`src/rtl/pill_sense.sv`:
```
// Pill-drop photo-sensor conditioner: 2-flop synchroniser, debounce FSM, one isWork
// pulse per pill, BCD pill count and optional jam detection (enabled by PILL_JAM_EN).
module pill_sense #(
  parameter int DEB_CYC = 4,
  parameter int JAM_CYC = 200,
  parameter int GAP_CYC = 2
) (
  input  logic       CLK,
  input  logic       RST,
  input  logic       EN_work,
  input  logic       sensor_raw,
  input  logic       clr_jam,
  output logic       isWork,
  output logic       busy,
  output logic       jam,
  output logic [3:0] cntL,
  output logic [3:0] cntH,
  output logic [2:0] o_dbg_state
);

  typedef enum logic [2:0] {
    ST_IDLE = 3'd0,
    ST_RISE = 3'd1,
    ST_HIGH = 3'd2,
    ST_FALL = 3'd3,
    ST_GAP  = 3'd4
`ifdef PILL_JAM_EN
    , ST_JAM = 3'd5
`endif
  } state_t;

  localparam logic [3:0] DEB_LAST = 4'(DEB_CYC - 1);
  localparam logic [3:0] GAP_LAST = 4'(GAP_CYC);

  // Handshake-free block: isWork is a plain one-cycle strobe, no ready back-pressure.
  logic       r_sync1;
  logic       r_s;
  state_t     r_state;
  logic [3:0] r_deb;
  logic [3:0] r_gcnt;
  logic       r_is_work;
  logic       r_busy;
  logic [3:0] r_cnt_l;
  logic [3:0] r_cnt_h;

  state_t     w_state_nxt;
  logic [3:0] w_deb_nxt;
  logic [3:0] w_gcnt_nxt;
  logic       w_accept;

`ifdef PILL_JAM_EN
  localparam logic [7:0] JAM_LAST = 8'(JAM_CYC - 1);
  logic [7:0] r_jcnt;
  logic [7:0] w_jcnt_nxt;
  logic [7:0] w_jcnt_inc;
  logic       w_jam_hit;
  logic       r_jam;

  // Saturate so a long hold can never wrap back under the jam threshold.
  assign w_jcnt_inc = (r_jcnt == 8'hFF) ? r_jcnt : r_jcnt + 8'd1;
  assign w_jam_hit  = (r_jcnt >= JAM_LAST);
`else
  logic w_unused_clr_jam;
  assign w_unused_clr_jam = clr_jam;
`endif

  always_comb begin
    w_state_nxt = r_state;
    w_deb_nxt   = r_deb;
    w_gcnt_nxt  = r_gcnt;
    w_accept    = 1'b0;
`ifdef PILL_JAM_EN
    w_jcnt_nxt  = r_jcnt;
`endif
    case (r_state)
      ST_IDLE: begin
        if (EN_work && r_s) begin
          w_state_nxt = ST_RISE;
          w_deb_nxt   = 4'd1;
        end
      end
      ST_RISE: begin
        if (!EN_work || !r_s) begin
          w_state_nxt = ST_IDLE;
          w_deb_nxt   = 4'd0;
        end else if (r_deb == DEB_LAST) begin
          w_state_nxt = ST_HIGH;
          w_deb_nxt   = 4'd0;
          w_accept    = 1'b1;
`ifdef PILL_JAM_EN
          w_jcnt_nxt  = 8'd0;
`endif
        end else begin
          w_deb_nxt = r_deb + 4'd1;
        end
      end
      ST_HIGH: begin
`ifdef PILL_JAM_EN
        w_jcnt_nxt = w_jcnt_inc;
`endif
        if (!r_s) begin
          w_state_nxt = ST_FALL;
          w_deb_nxt   = 4'd1;
`ifdef PILL_JAM_EN
        end else if (w_jam_hit) begin
          w_state_nxt = ST_JAM;
`endif
        end
      end
      ST_FALL: begin
`ifdef PILL_JAM_EN
        w_jcnt_nxt = w_jcnt_inc;
`endif
        // A completed release debounce wins over a jam on the same edge.
        if (!r_s && (r_deb == DEB_LAST)) begin
          w_state_nxt = ST_GAP;
          w_deb_nxt   = 4'd0;
          w_gcnt_nxt  = 4'd0;
`ifdef PILL_JAM_EN
        end else if (w_jam_hit) begin
          w_state_nxt = ST_JAM;
          w_deb_nxt   = 4'd0;
`endif
        end else if (r_s) begin
          w_state_nxt = ST_HIGH;
          w_deb_nxt   = 4'd0;
        end else begin
          w_deb_nxt = r_deb + 4'd1;
        end
      end
      ST_GAP: begin
        if (r_gcnt == GAP_LAST) begin
          w_state_nxt = ST_IDLE;
          w_gcnt_nxt  = 4'd0;
        end else begin
          w_gcnt_nxt = r_gcnt + 4'd1;
        end
      end
`ifdef PILL_JAM_EN
      ST_JAM: begin
        if (clr_jam && !r_s) begin
          w_state_nxt = ST_IDLE;
        end
      end
`endif
      default: begin
        w_state_nxt = ST_IDLE;
        w_deb_nxt   = 4'd0;
        w_gcnt_nxt  = 4'd0;
      end
    endcase
  end

  always_ff @(posedge CLK) begin
    if (RST) begin
      r_sync1   <= 1'b0;
      r_s       <= 1'b0;
      r_state   <= ST_IDLE;
      r_deb     <= 4'd0;
      r_gcnt    <= 4'd0;
      r_is_work <= 1'b0;
      r_busy    <= 1'b0;
      r_cnt_l   <= 4'd0;
      r_cnt_h   <= 4'd0;
    end else begin
      r_sync1   <= sensor_raw;
      r_s       <= r_sync1;
      r_state   <= w_state_nxt;
      r_deb     <= w_deb_nxt;
      r_gcnt    <= w_gcnt_nxt;
      r_is_work <= w_accept;
      r_busy    <= (w_state_nxt != ST_IDLE);
      if (w_accept) begin
        if (r_cnt_l == 4'd9) begin
          r_cnt_l <= 4'd0;
          r_cnt_h <= (r_cnt_h == 4'd9) ? 4'd0 : r_cnt_h + 4'd1;
        end else begin
          r_cnt_l <= r_cnt_l + 4'd1;
        end
      end
    end
  end

`ifdef PILL_JAM_EN
  always_ff @(posedge CLK) begin
    if (RST) begin
      r_jcnt <= 8'd0;
      r_jam  <= 1'b0;
    end else begin
      r_jcnt <= w_jcnt_nxt;
      r_jam  <= (w_state_nxt == ST_JAM);
    end
  end
  assign jam = r_jam;
`else
  assign jam = 1'b0;
`endif

  assign isWork      = r_is_work;
  assign busy        = r_busy;
  assign cntL        = r_cnt_l;
  assign cntH        = r_cnt_h;
  assign o_dbg_state = r_state;

endmodule

```
`config.mk`:
```
export PLATFORM = sky130hd
export DESIGN_NAME = pill_sense
export DESIGN_NICKNAME = d
export VERILOG_FILES = /design/src/rtl/pill_sense.sv
export SDC_FILE = /design/constraint.sdc
export NUM_CORES = 1
export LEC_CHECK = 0
export CORE_ASPECT_RATIO = 1.1
export CORE_MARGIN = 10
export CORE_UTILIZATION = 54
export CTS_BUF_LIST = sky130_fd_sc_hd__clkbuf_2 sky130_fd_sc_hd__clkbuf_4 sky130_fd_sc_hd__clkbuf_8
export DETAILED_ROUTE_END_ITERATION = 8
export PLACE_DENSITY = 0.8
export SYNTH_ARGS = -nofsm -noshare
export SYNTH_HDL_FRONTEND = slang
export SYNTH_SLANG_ARGS = --single-unit
```
`constraint.sdc`:
```
create_clock -name CLK -period 1.9 [get_ports CLK]
set_input_delay 0.38 -clock CLK [delete_from_list [all_inputs] [get_ports CLK]]
set_output_delay 0.38 -clock CLK [all_outputs]
set_load 0.1 [all_outputs]
```
==> results of run 1 <==
==> where the power goes <==
part | internal (mW) | switching [mW] | total, mW
sequential | 0.486 | 0.00373 | 0.490
clock | 0.0786 | 0.150 | 0.228
combinational | 0.0154 | 0.0304 | 0.0458
total | 0.580 | 0.184 | 0.764
==> worst reg2reg max path, cell delays in order, from the launching register on <==
cell       delay, ns
dfxtp_2         0.40
inv_1           0.06
ha_1            0.22
a2111oi_4       0.52
a41oi_1         0.21
a311oi_1        0.30
==> stage by stage <==
step / std cells / hold WS, ns / instance area [sq um] / utilization [%] / setup WS, ns
after global placement: 167 / 0.422 / 1430 / 70.1 / 0.0497
after detailed placement: 167 / 0.440 / 1430 / 70.1 / 0.0247
after CTS: 171 / 0.464 / 1460 / 71.4 / 0.0532
after floorplan: 128 / 0.414 / 1190 / - / 0.0256
after global routing: 172 / 0.481 / 1470 / 71.9 / 0.0202
final: 172 / 0.460 / 1470 / 71.9 / 0.109
==> worst min-delay path by stage <==
stage | startpoint | to | slack [ns] | depth (start not counted)
5_1_grt | r_sync1$_SDFF_PP0_ | r_s$_SDFF_PP0_ | 0.48 | 1
6_report | r_sync1$_SDFF_PP0_ | r_s$_SDFF_PP0_ | 0.46 | 1
2_1_floorplan | r_sync1$_SDFF_PP0_ | r_s$_SDFF_PP0_ | 0.41 | 1
4_1_cts | r_sync1$_SDFF_PP0_ | r_s$_SDFF_PP0_ | 0.46 | 1
3_5_place_dp | r_sync1$_SDFF_PP0_ | r_s$_SDFF_PP0_ | 0.44 | 1
3_3_place_gp | r_sync1$_SDFF_PP0_ | r_s$_SDFF_PP0_ | 0.42 | 1
==> sequential cells by signal (all words and copies together) (netlist names) <==
register     flops
o_dbg_state      3
busy             1
isWork           1
r_s              1
cntL             4
r_deb            4
cntH             4
r_gcnt           4
r_sync1          1
==> routing by layer <==
metal | GRT usage (%) | routed length, microns | part of all wire, % | vias up
li1 | - | - | - | 486
met3 | 3.86 | 131 | 5.4 | 5
met4 | 3.07 | 20 | 0.82 | 0
met1 | 13.4 | 1090 | 45 | 468
met2 | 18.8 | 1200 | 49 | 22
met5 | 0 | 0 | 0 | -
==> cell usage in the layout, fill, tap and decap left out, types with 2 or more instances in the layout <==
master / synthesis / final
dfxtp_2: 0 / 6
dfxtp_1: 23 / 17
nor2_1: 10 / 10
nand2_1: 5 / 5
nand3_1: 4 / 4
nand4_1: 2 / 2
clkdlybuf4s50_1: 0 / 3
xor2_1: 2 / 2
or3_1: 4 / 4
nor3b_1: 3 / 3
a22oi_1: 2 / 2
buf_4: 3 / 6
buf_12: 0 / 10
nand2b_1: 4 / 4
inv_1: 7 / 7
and2_1: 2 / 2
clkbuf_4: 0 / 3
o21ai_0: 5 / 5
mux2i_1: 3 / 3
nor3_1: 3 / 3
a21o_1: 2 / 2
ha_1: 3 / 3
a21oi_1: 10 / 10
a41oi_1: 2 / 2
nor2b_1: 5 / 5
a311oi_1: 2 / 2
==> cells by family after synthesis <==
group	after synthesis	synth area share (%)
buffers and inverters	14	7.30
AO/OA/AOI/OAI	30	18.8
other	1	0.317
XOR/XNOR	3	2.22
AND/OR/NAND/NOR	51	26.7
adder cells (fa/ha/maj)	3	3.17
flip-flops	23	38.9
multiplexers	3	2.54
==> layout make-up <==
type	count	area share [%]
Sequential cell	23	31.9
Clock inverter	1	0.341
Clock buffer	3	1.53
Tap cell	28	2.39
Timing Repair Buffer	19	18.8
Inverter	7	1.79
Multi-Input combinational cell	91	43.3
==> repair_timing <==
| item | CTS | global route |
|---|---|---|
| hold buffers | 0 | 0 |
| buffers inserted | 0 | 1 |
| resized for setup | 0 | 1 |
| endpoints found under the setup margin | 0 | 2 |
==> metrics, run 1 <==
warning count from the yosys run 0; Final setup viols 0; Worst setup endpoint r_gcnt[3]$_SDFFE_PP0P_; DRT Pass-1 Iters 4; # IOs 19; grt total ovfl 0; setup slack, reg-to-reg 0.11 ns; crit path kind flip-flop to flip-flop; dpl hpwl 1860 microns; core area 2040 sq um; Crit path largest cell delay 0.52 ns; post-synthesis register bit count 23; WP buf/inv 1; vias in the first global route 956; Post-Route Setup TNS 0 ns; All-Layer GR Usage 11.3%; die footprint 4460 sq um; number of max-cap violations 0; sequential area share after synthesis 38.9%; synth top area cells dfxtp_1, a21oi_1, ha_1; CP Data Arrival Time 2.01 ns; Peak VDD IR 0.000400 V; max-slew violations 0; most common cell in the netlist dfxtp_1; Inserted Clock Buffers 3; Die Y 69.1 microns; largest net degree at the start of global routing 14; Post-Syn Area per Cell 9.24 sq um; P_leak 0.568 nW; Pwr per Cell Area 521 nW/um^2; Clock Sinks 23; die width 64.6 microns; global-route wire length before repair 4330 microns; slowest CP cell a2111oi_4; Mapped Area 1180 sq um; Tcrit/Tclk final 94.3%; starting density of the core 57.9%; CTS Root Cell clkbuf_4; global placer's final weighted congestion 0.854; ant diodes 0; final hold violation count 0; Register-to-Register Path Depth 5; Multi-input gate area 636 sq um; Most used DFF post-synth dfxtp_1; stages on the worst setup path 5; top cell family by delay on the critical path compound AO/OA/AOI/OAI gates; Hold/Removal Path Class flip-flop to flip-flop; Worst R2R Start r_gcnt[0]$_SDFFE_PP0P_; status finished, final reports clean; initial antenna violation count 0; Yosys top cell by area dfxtp_1; unrepaired setup endpoints after global routing false; # port buffers 16; TritonCTS clock tree yes; H-tree depth 1; deepest clock path buffer count 2; CP Max Fanout 7; layout cells sized above 1 24.3%; fraction of registers with async set/reset 0%; vias per std cell 5.70; top cells by count, synth dfxtp_1, a21oi_1, nor2_1; drt total wl 2440 microns; clock skew 0.00233 ns; Worst-path clk slew 0.13 ns; row cnt 17; EDFF count, synth 0; CP Launch Type flip-flop; Register Area 468 sq um; P&R area growth vs syn 24.1%; Final Critical Period 1.79 ns; Fmax achieved 0.558 GHz; nets 153; Tot Pwr 0.764 mW; Gate Count Post-Synth 128; via count 981; crit-path cells inv_1, ha_1, a2111oi_4, a41oi_1, a311oi_1; DR WL/cell 14.2 microns; # fillers 168; Worst R2R End r_gcnt[3]$_SDFFE_PP0P_; # DRC 0; Initial DRC Count 28; CP Capture Type flip-flop; Synth top area share 38.9%; syn_nets 136; Routed Antenna Nets 0; Setup crit start r_gcnt[0]$_SDFFE_PP0P_; Required @ worst endpoint 2.12 ns; Unique masters post-synth 42; worst skew pair latency 0.31 ns
(Power assumes the default switching activity.)
==> run 2, diff against run 1 <==
--- a/config.mk
+++ b/config.mk
@@ -6,7 +6,7 @@
 export NUM_CORES = 1
 export LEC_CHECK = 0
 export CORE_ASPECT_RATIO = 1.1
-export CORE_MARGIN = 10
+export CORE_MARGIN = 4
 export CORE_UTILIZATION = 54
 export CTS_BUF_LIST = sky130_fd_sc_hd__clkbuf_2 sky130_fd_sc_hd__clkbuf_4 sky130_fd_sc_hd__clkbuf_8
 export DETAILED_ROUTE_END_ITERATION = 8
==> metrics, run 2 (synthesis results as in run 1) <==
CP Max Fanout 5 (-2); Comb power frac 6.1% (about the same); nets 155 (+1.3%); P&R area growth vs syn 25.3%; global placer's final weighted congestion 0.789 (-7.7%); deepest clock path buffer count 2 (unchanged); Crit path largest cell delay 0.44 ns (-0.08 ns); Post-DP Area 1450 sq um (+1.6%); DRT Pass-1 Iters 4 (unchanged); cts repair resizes 0 (unchanged); CP Data Arrival Time 1.92 ns (-0.09 ns); final hold violation count 0 (unchanged); Internal Power 0.581 mW (+0.17%); vias in the first global route 997 (+4.3%); grt total ovfl 0 (unchanged); Peak VDD IR 0.000456 V (+14%); Post-CTS Hold Buffers 0 (unchanged); design area 1480 sq um (+0.94%); initial antenna violation count 0 (unchanged); Initial DRC Count 12 (-57%); number of max-cap violations 0 (unchanged); Hold/Removal Path Class flip-flop to flip-flop; P_leak 0.577 nW (+1.6%); vias per std cell 5.63 (-1.3%); Final Critical Period 1.70 ns (-0.0956 ns); sequential share of power 63.8% (-0.3 points); die footprint 3000 sq um (-33%); max-slew violations 0 (unchanged); Clock Sinks 23 (unchanged); Setup Buffers After CTS 0 (unchanged); Sw Share 24.3% (+0.18 points); die width 52.6 microns (-19%); Fmax achieved 0.590 GHz (+5.6%); CP Launch Type flip-flop; unrepaired setup endpoints after global routing false; switching pwr 0.186 mW (+1.2%); DR WL/cell 13.5 microns (-4.5%); global-route wire length before repair 4200 microns (-3.0%); largest net degree at the start of global routing 14 (unchanged); commonest non-fill, non-tap cell in the layout dfxtp_1; CTS Root Cell clkbuf_4; crit path kind flip-flop to flip-flop; Pwr per Cell Area 518 nW/um^2 (-0.52%); worst skew pair latency 0.32 ns (about the same); core area 2040 sq um (unchanged); Die Y 57.1 microns (-17%); via count 980 (-0.10%); dpl hpwl 1740 microns (-6.4%); TritonCTS clock tree yes; ant diodes 0 (unchanged); # DRC 0 (unchanged); Clock Power Share 30.1% (+0.2 points); Tcrit/Tclk final 89.2% (-5.0 points); Final setup viols 0 (unchanged); crit-path cells inv_1, ha_1, a2111oi_4, a41oi_1, a311oi_1; Worst-path clk slew 0.13 ns (about the same); Required @ worst endpoint 2.13 ns (about the same); # IOs 19 (unchanged); slowest CP cell dfxtp_1; # fillers 162 (-3.6%); row cnt 17 (unchanged); status finished, final reports clean; Inserted Clock Buffers 3 (unchanged); H-tree depth 1 (unchanged); drt total wl 2350 microns (-3.4%); starting density of the core 57.9% (unchanged); CP Capture Type flip-flop; All-Layer GR Usage 18.0% (+6.7 points); most frequent cells in the layout dfxtp_1, nor2_1, a21oi_1, buf_12, buf_4; # port buffers 16 (unchanged); clock skew 0.00389 ns (+0.00156 ns); Routed Antenna Nets 0 (unchanged); layout cells sized above 1 24.7% (+0.35 points); Post-Route Setup TNS 0 ns (unchanged)
==> run 2: path summary, 6_finish.rpt <==
kind	start	end	depth (start not counted)	slack, ns
min reg2reg	r_sync1$_SDFF_PP0_	r_s$_SDFF_PP0_	1	0.45
min	r_sync1$_SDFF_PP0_	r_s$_SDFF_PP0_	1	0.45
max	r_gcnt[0]$_SDFFE_PP0P_	r_gcnt[3]$_SDFFE_PP0P_	5	0.20
max reg2reg	r_gcnt[0]$_SDFFE_PP0P_	r_gcnt[3]$_SDFFE_PP0P_	5	0.20
==> run 2: final cells by class <==
type	count	area [sq um]	share of cell area, %
Multi-Input combinational cell	91	636	42.9
Sequential cell	23	467	31.5
Timing Repair Buffer	21	290	19.6
Tap cell	28	35.0	2.36
Inverter	7	26.3	1.77
Clock buffer	3	22.5	1.52
Clock inverter	1	5.00	0.338
==> run 2: stage by stage <==
stage | utilization, % | total power [mW] | hold slack [ns] | worst slack, ns | std cells
finish | 72.5 | 0.767 | 0.447 | 0.205 | 174
detailed placement | 71.2 | 0.547 | 0.425 | 0.0168 | 170
floorplan | - | 0.536 | 0.414 | 0.0256 | 128
CTS | 72.5 | 0.774 | 0.452 | 0.185 | 174
global route | 72.5 | 0.798 | 0.466 | 0.0863 | 174
global placement | 71.2 | 0.546 | 0.422 | 0.0455 | 170
==> run 2: worst max-delay path, delay by kind of cell (launching register included) <==
family	cells	cell delay [ns]
buffers and inverters	1	0.07
AO/OA/AOI/OAI	3	0.87
adder cells (fa/ha/maj)	1	0.23
flip-flops	1	0.44
==> run 2: layer usage <==
layer / vias up / global-route usage (%) / routed length (microns)
li1: 490 / - / -
met1: 465 / 21.3 / 1040
met2: 21 / 31.2 / 1180
met3: 4 / 2.35 / 84
met4: 0 / 8.76 / 40
met5: - / 0 / 0
==> run 2: power by group through the flow <==
stage | Clock, mW | Sequential, mW | Combinational [mW]
after CTS | 0.238 | 0.490 | 0.0468
after global placement | 0 | 0.500 | 0.0455
after detailed placement | 0 | 0.500 | 0.0465
after floorplan | 0 | 0.504 | 0.0322
after global routing | 0.258 | 0.490 | 0.0501
final | 0.231 | 0.490 | 0.0467
==> run 3, diff against run 2 <==
--- a/config.mk
+++ b/config.mk
@@ -11,6 +11,8 @@
 export CTS_BUF_LIST = sky130_fd_sc_hd__clkbuf_2 sky130_fd_sc_hd__clkbuf_4 sky130_fd_sc_hd__clkbuf_8
 export DETAILED_ROUTE_END_ITERATION = 8
 export PLACE_DENSITY = 0.8
+export SETUP_SLACK_MARGIN = 0.1
+export SLEW_MARGIN = 20
 export SYNTH_ARGS = -nofsm -noshare
 export SYNTH_HDL_FRONTEND = slang
 export SYNTH_SLANG_ARGS = --single-unit
==> metrics, run 3 (synthesis results as in run 1) <==
die width 52.6 microns (unchanged); commonest non-fill, non-tap cell in the layout dfxtp_1; Worst R2R Start r_deb[0]$_SDFFE_PP0P_; All-Layer GR Usage 16.4% (-1.6 points); # port buffers 16 (unchanged); final core utilization 72.1% (-0.49 points); Tcrit/Tclk final 86.1% (-3.1 points); largest net degree at the start of global routing 13 (-1); # fillers 169 (+4.3%); Die Y 57.1 microns (unchanged); DR WL/cell 13.1 microns (-2.9%); Sw Share 22.5% (-1.7 points); GR Util met2 26.8% (-4.4 points); vias per std cell 5.56 (-1.3%); final non-filler cell total 172 (-1.1%); number of max-cap violations 0 (unchanged); vias in the first global route 923 (-7.4%); Post-Route Setup TNS 0 ns (unchanged); crit path kind flip-flop to flip-flop; switching pwr 0.173 mW (-7.3%); row cnt 17 (unchanged); CP Launch Type flip-flop; DRT Pass-1 Iters 4 (unchanged); # IOs 19 (unchanged); die footprint 3000 sq um (unchanged); Peak VDD IR 0.000372 V (-19%); dpl hpwl 1690 microns (-3.2%); grt total ovfl 0 (unchanged); status finished, final reports clean; # DRC 0 (unchanged); dpl cells 168 (-1.2%); most frequent cells in the layout dfxtp_1, nor2_1, a21oi_1, buf_12; Initial DRC Count 11 (-1); Inserted Clock Buffers 3 (unchanged); GRT Max-Usage Layer met2; starting density of the core 57.9% (unchanged); Final Critical Period 1.64 ns (-0.0593 ns); layout cells sized above 1 25.7% (+1.0 points); P&R area growth vs syn 24.4%; global-route wire length before repair 3880 microns (-7.7%); CTS Root Cell clkbuf_4; Clock Power Share 30.7% (+0.6 points); hold_sp r_sync1$_SDFF_PP0_; CP Capture Type flip-flop; core area 2040 sq um (unchanged); met1 usage 20.5% (-0.84 points); H-tree depth 1 (unchanged); max-slew violations 0 (unchanged); Final setup viols 0 (unchanged); nets 153 (-1.3%); Clock Sinks 23 (unchanged); TritonCTS clock tree yes; final hold violation count 0 (unchanged); P_leak 0.572 nW (-0.84%); Fmax achieved 0.611 GHz (+3.6%); clock skew 0.00361 ns (-0.000275 ns); ant diodes 0 (unchanged); worst skew pair latency 0.30 ns (-0.02 ns); Worst-path clk slew 0.12 ns (about the same); Routed Antenna Nets 0 (unchanged); Post-CTS Hold Buffers 0 (unchanged); drt total wl 2260 microns (-4.0%); Setup crit start r_deb[0]$_SDFFE_PP0P_; Internal Power 0.593 mW (+2.1%); unrepaired setup endpoints after global routing false; Pwr per Cell Area 521 nW/um^2 (+0.53%); global placer's final weighted congestion 0.866 (+9.9%); Required @ worst endpoint 2.14 ns (about the same); GRT met3 Usage 4.70% (+2.3 points); Comb power frac 5.9% (-0.2 points); Hold/Removal Path Class flip-flop to flip-flop; sequential share of power 63.4% (-0.4 points); via count 956 (-2.4%); deepest clock path buffer count 2 (unchanged); Setup Buffers After CTS 0 (unchanged); CP Max Fanout 7 (+2); CP Data Arrival Time 1.88 ns (-0.04 ns); initial antenna violation count 0 (unchanged)
## run 3: area by class of cell
cell class | count | area [sq um] | area share, %
multi-input combinational | 91 | 641 | 43.5
sequential | 23 | 477 | 32.4
timing repair buffer | 19 | 263 | 17.9
tap | 28 | 35.0 | 2.38
clock buffer | 4 | 30.0 | 2.04
inverter | 7 | 26.3 | 1.79
## run 3: critical path: stages, from the launching register on
cell	delay [ns]
dfxtp_1	0.41
ha_1	0.20
and4bb_2	0.36
nand3_2	0.11
or3_1	0.35
a21oi_1	0.15
## run 3: timing repair
action / 4_1_cts / 5_1_grt
hold endpoints to repair: 0 / 0
gates resized for setup: 0 / 1
endpoints found under the setup margin: 0 / 1
## run 3: final timing paths
| check | to | slack, ns | cells past startpoint |
|---|---|---|---|
| setup / recovery | cntL[1]$_SDFFE_PP0P_ | 0.26 | 5 |
| hold / removal | r_s$_SDFF_PP0_ | 0.45 | 1 |
| setup reg to reg | cntL[1]$_SDFFE_PP0P_ | 0.26 | 5 |
| hold reg to reg | r_s$_SDFF_PP0_ | 0.45 | 1 |
## run 3: stage by stage
| stage | setup slack, ns | area [sq um] | power, mW | hold slack [ns] |
|---|---|---|---|---|
| floorplan | 0.151 | 1200 | 0.532 | 0.414 |
| global placement | 0.0662 | 1440 | 0.541 | 0.418 |
| detailed placement | 0.0287 | 1440 | 0.542 | 0.426 |
| CTS | 0.248 | 1470 | 0.773 | 0.455 |
| global route | 0.114 | 1470 | 0.794 | 0.464 |
| finish | 0.264 | 1470 | 0.766 | 0.452 |
## run 3: power groups by stage
stage	Clock [mW]	Sequential [mW]	Combinational (mW)
5_1_grt	0.259	0.486	0.0484
4_1_cts	0.242	0.486	0.0457
2_1_floorplan	0	0.500	0.0322
3_5_place_dp	0	0.496	0.0456
6_report	0.235	0.486	0.0454
3_3_place_gp	0	0.496	0.0443
## run 3: metal layers
layer / wire length [microns] / up-vias
li1: - / 487
met1: 992 / 441
met2: 1130 / 22
met3: 88 / 6
met4: 44 / 0
met5: 0 / -
